===== src/rtl/add_ctrl_pkg.sv =====
// Shared definitions for the bit-serial adder sequencer.
package add_ctrl_pkg;

   typedef enum logic [1:0] {
      IDLE = 2'd0,
      RUN  = 2'd1,
      DONE = 2'd2
   } state_t;

   localparam int DEFAULT_WIDTH = 8;

endpackage


===== src/rtl/half_add.sv =====
// Existing single-bit half-adder cell of the datapath.
module half_add (
   input  logic a,
   input  logic b,
   output logic s,
   output logic c
);

   assign s = a ^ b;
   assign c = a & b;

endmodule


===== src/rtl/serial_add_ctrl.sv =====
// Bit-serial WIDTH-bit adder: one full-adder step per clock, LSB first,
// built from two half_add cells and a carry register, with start/done handshake.
module serial_add_ctrl
   import add_ctrl_pkg::*;
#(
   parameter int WIDTH = DEFAULT_WIDTH
) (
   input  logic             clk,
   input  logic             rst_n,
   input  logic             start,
   input  logic [WIDTH-1:0] a,
   input  logic [WIDTH-1:0] b,
   output logic             busy,
   output logic             done,
   output logic [WIDTH-1:0] sum,
   output logic             carry
);

   localparam int CW = $clog2(WIDTH + 1);
   localparam logic [CW-1:0] LAST = CW'(WIDTH - 1);

   state_t           state;
   logic [WIDTH-1:0] sa, sb, sr, sr_nxt;
   logic [CW-1:0]    cnt;
   logic             cr;
   logic             s0, c0, s, c1, cr_nxt;

   half_add ha0 (.a(sa[0]), .b(sb[0]), .s(s0), .c(c0));
   half_add ha1 (.a(s0),    .b(cr),    .s(s),  .c(c1));

   assign cr_nxt = c0 | c1;

   // Shift-then-insert form stays legal when WIDTH is 1.
   always_comb begin
      sr_nxt            = sr >> 1;
      sr_nxt[WIDTH-1]   = s;
   end

   // NOTE: all sequential state uses non-blocking assignments so every
   // register samples pre-edge values, regardless of statement order.
   always_ff @(posedge clk or negedge rst_n) begin
      if (!rst_n) begin
         state <= IDLE;
         busy  <= 1'b0;
         done  <= 1'b0;
         sum   <= '0;
         carry <= 1'b0;
         sa    <= '0;
         sb    <= '0;
         sr    <= '0;
         cr    <= 1'b0;
         cnt   <= '0;
      end else begin
         done <= 1'b0;
         case (state)
            IDLE: begin
               if (start) begin
                  sa    <= a;
                  sb    <= b;
                  sr    <= '0;
                  cr    <= 1'b0;
                  cnt   <= '0;
                  busy  <= 1'b1;
                  state <= RUN;
               end
            end
            RUN: begin
               sa  <= sa >> 1;
               sb  <= sb >> 1;
               sr  <= sr_nxt;
               cr  <= cr_nxt;
               cnt <= cnt + CW'(1);
               // Last bit step: publish this edge's bit and carry directly.
               if (cnt == LAST) begin
                  sum   <= sr_nxt;
                  carry <= cr_nxt;
                  done  <= 1'b1;
                  state <= DONE;
               end
            end
            DONE: begin
               busy  <= 1'b0;
               state <= IDLE;
            end
            default: begin
               busy  <= 1'b0;
               state <= IDLE;
            end
         endcase
      end
   end

endmodule


===== config.mk =====
export PLATFORM = sky130hd
export DESIGN_NAME = serial_add_ctrl
export DESIGN_NICKNAME = d
export VERILOG_FILES = /design/src/rtl/add_ctrl_pkg.sv /design/src/rtl/half_add.sv /design/src/rtl/serial_add_ctrl.sv
export SDC_FILE = /design/constraint.sdc
export NUM_CORES = 1
export LEC_CHECK = 0
export CORE_MARGIN = 5
export CORE_UTILIZATION = 35
export DETAILED_ROUTE_END_ITERATION = 16
export HOLD_SLACK_MARGIN = 0.03
export MAX_ROUTING_LAYER = met4
export SLEW_MARGIN = 20
export SYNTH_ARGS = -nofsm -noshare
export SYNTH_HDL_FRONTEND = slang
export SYNTH_SLANG_ARGS = --single-unit

===== constraint.sdc =====
create_clock -name clk -period 1.5 [get_ports clk]
set_input_delay 0.3 -clock clk [delete_from_list [all_inputs] [get_ports clk]]
set_output_delay 0.3 -clock clk [all_outputs]
set_load 0.005 [all_outputs]

==> results.yml <==
status:
  status: "completed"
timing:
  fin_ws_ns: 0.0421
  post-route-period-util_pct: 97.2
  worst_slew_pin_slew_ns: 0.515
  slew_headroom_pct: 65.7
  clock.fmax_mhz: 686
  clock-skew-final_ns: 0.00954
  drv_slew: 0
  holdWs_ns: 0.0570
  finalSetupTns_ns: 0
  setup_violations: 0
  finalHoldViolCount: 0
  timing.final.crit_period_ns: 1.46
detailed_routing:
  vias: 1367
  wire_per_inst_microns: 14.6
  ant_nets: 0
  drtPass1Iterations: 5
  via_per_inst: 5.10
  drt-initial-drc-count: 59
  drcViolationCount: 0
  drt_wl_total_mm: 3.93
power:
  p_sw_mw: 1.51
  p_per_area_mw_per_mm2: 1870
  power.share.combinational_pct: 40.5
  p_leak_nw: 1.07
  switching_share_pct: 34.0
  ir_worst_vdd_v: 0.000752
  pwr-share-seq_pct: 42.6
  p_int_mw: 2.93
  clkPwrFrac_pct: 16.9
logic_synthesis:
  yosysTopAreaCell: "dfrtp_1"
  synth_edf_count: 0
  synth-simple-area-share_pct: 11.1
  yosys.area.top_type_share_pct: 57.4
  synth-xor-area-share_pct: 0
  ys_ff_latch: 41
  synth_adder_area_share_pct: 1.82
  synth_fp_nets: 175
  ys.flop_type: "dfrtp_1"
  seq_area_frac_synth_pct: 57.4
  synth_top_family_by_area: "compound AO/OA/AOI/OAI gates"
  ys_top_cells_by_area: "dfrtp_1, mux2_2, a22oi_1"
  syn_area_per_cell_sq_um: 11.6
  synth_cell_types: 21
  synth_compound_area_share_pct: 20.9
  syn_inst: 154
  synthArstFlopShare_pct: 100
  synthMuxAreaShare_pct: 6.30
  synth_area_sq_mm: 0.00179
  yosysWarnings: 0
grt:
  antenna_found_initial: 0
  grt_usage_pct: 13.3
  overflow: 0
  grt_start_max_net_pins: 42
  met2_usage_pct: 19.7
  grt_pass1_vias: 1386
  grt_busiest_layer: "met2"
  global_route.usage.met1_pct: 16.8
  grt_first_pass_wirelength_mm: 6.56
  gr-usage-met3_pct: 3.73
critical_path:
  critPathSlowestCell: "clkdlybuf4s50_1"
  cp_max_fo: 2
  max_stage_delay_ns: 0.51
  required_ns: 1.20
  arrival_ns: 1.16
  cp_cell_sequence: "clkdlybuf4s50_1"
  path_delay_family: "buffers and inverters"
  timing.rr.start: "cnt[1]"
  rr_worst_depth: 5
  crit_buf_inv: 1
  reg2reg_slack_ns: 0.05
  worstSetupPathType: "flip-flop to output port"
  cp-end-kind: "output port"
  reg2reg_to: "sum[7]"
  critPathLaunchType: "flip-flop"
cts:
  root_buffer: "clkbuf_8"
  cts_max_level: 2
  cts.clk_slew.worst_paths_ns: 0.07
  cts_hold_buf: 0
  clock_latency_ns: 0.29
  cts_tree: "done"
  clock_path_buffers: 2
  cts_sinks: 41
  cts_made_buffers: 5
floorplan:
  dieArea_sq_mm: 0.00663
  rows: 26
  start_util_pct: 35.4
  fp.dieH_microns: 81.5
  io_pins: 30
  core_area_sq_mm: 0.00504
  die_width_microns: 81.5
finish:
  design_area_sq_mm: 0.00238
  final_common_cell: "dfrtp_1"
  final_layout_size_suffix_gt1_share_pct: 20.2
  antennaDiodeCount: 0
  mostFrequentLayoutCells: "dfrtp_1, clkdlybuf4s50_1, o21ai_0"
  final_cell_count_no_fill: 268
  final_nets: 218
  syn2layout_area_growth_pct: 33.3
hold_path:
  holdCritPathClass: "input pin to async pin"
placement:
  hpwl_mm: 2.72
  io_buffers: 29
  gp_congestion: 0.747
  place_area_sq_mm: 0.00225
  dp.cells: 258
  pre_cts_slack_ns: -0.0685
flow_run:
  max_cap_violations: 0
==> routing by layer <==
| layer | vias up | wire length (microns) |
|---|---|---|
| li1 | 648 | - |
| met5 | - | 0 |
| met4 | 0 | 67 |
| met1 | 672 | 1750 |
| met3 | 8 | 209 |
| met2 | 39 | 1900 |
==> synthesized netlist by cell type (2+ instances only) <==
master / instances
nor2b_1: 15
a21oi_1: 16
a22o_1: 10
clkbuf_1: 4
a22oi_1: 14
buf_2: 4
nand3_1: 2
nor2_1: 4
nand2_1: 6
and2b_1: 3
mux2_2: 10
o21ai_0: 17
dfrtp_1: 41
==> layout make-up <==
| type | instances | area (sq um) |
|---|---|---|
| multi-input combinational | 104 | 733 |
| timing repair buffer | 45 | 438 |
| clock buffer | 6 | 82.6 |
| fill | 456 | 2660 |
| clock inverter | 2 | 13.8 |
| tap | 70 | 87.6 |
| sequential | 41 | 1030 |
==> state kept, by name (all words and copies together) (netlist names) <==
register / flops
sa: 8
state: 2
busy: 1
cr: 1
sr: 7
cnt: 4
sb: 8
carry: 1
done: 1
sum: 8
==> logic make-up (layout without fill, tap and decap cells) <==
kind of cell	after synthesis	after routing
adder cells (fa/ha/maj)	2	2
buffers and inverters	9	53
AO/OA/AOI/OAI	59	59
multiplexers	10	10
AND/OR/NAND/NOR	33	33
flip-flops	41	41
==> how the worst max path moves through the flow <==
stage	startpoint	to	slack, ns	cells after the start
after floorplan	cnt[0]	carry	0.07	4
after global placement	start	cnt[3]	0.004	5
after detailed placement	start	sa[2]	-0.07	5
after CTS	cnt[1]	sum[1]	0.02	5
after global routing	cnt[1]	sum[7]	-0.003	5
final	busy	busy	0.04	1
==> power by group through the flow <==
stage	clock network (mW)	registers [mW]	logic, mW
6_report	0.751	1.89	1.80
5_1_grt	0.832	1.95	1.98
4_1_cts	0.771	1.88	1.77
3_5_place_dp	0	1.90	1.76
3_3_place_gp	0	1.87	1.70
2_1_floorplan	0	1.82	1.02
==> per-stage QoR <==
step / utilization [%] / power (mW)
floorplan: - / 2.84
CTS: 46.5 / 4.42
detailed placement: 44.6 / 3.66
global route: 47.2 / 4.76
finish: 47.2 / 4.44
global placement: 44.6 / 3.57
==> timing repair <==
action / 4_1_cts / 5_1_grt
endpoints found under the hold margin: 0 / 0
setup endpoints to repair: 0 / 14
resized for setup: 0 / 7
buffers inserted: 0 / 2
Power figures use the tool's default switching activity.
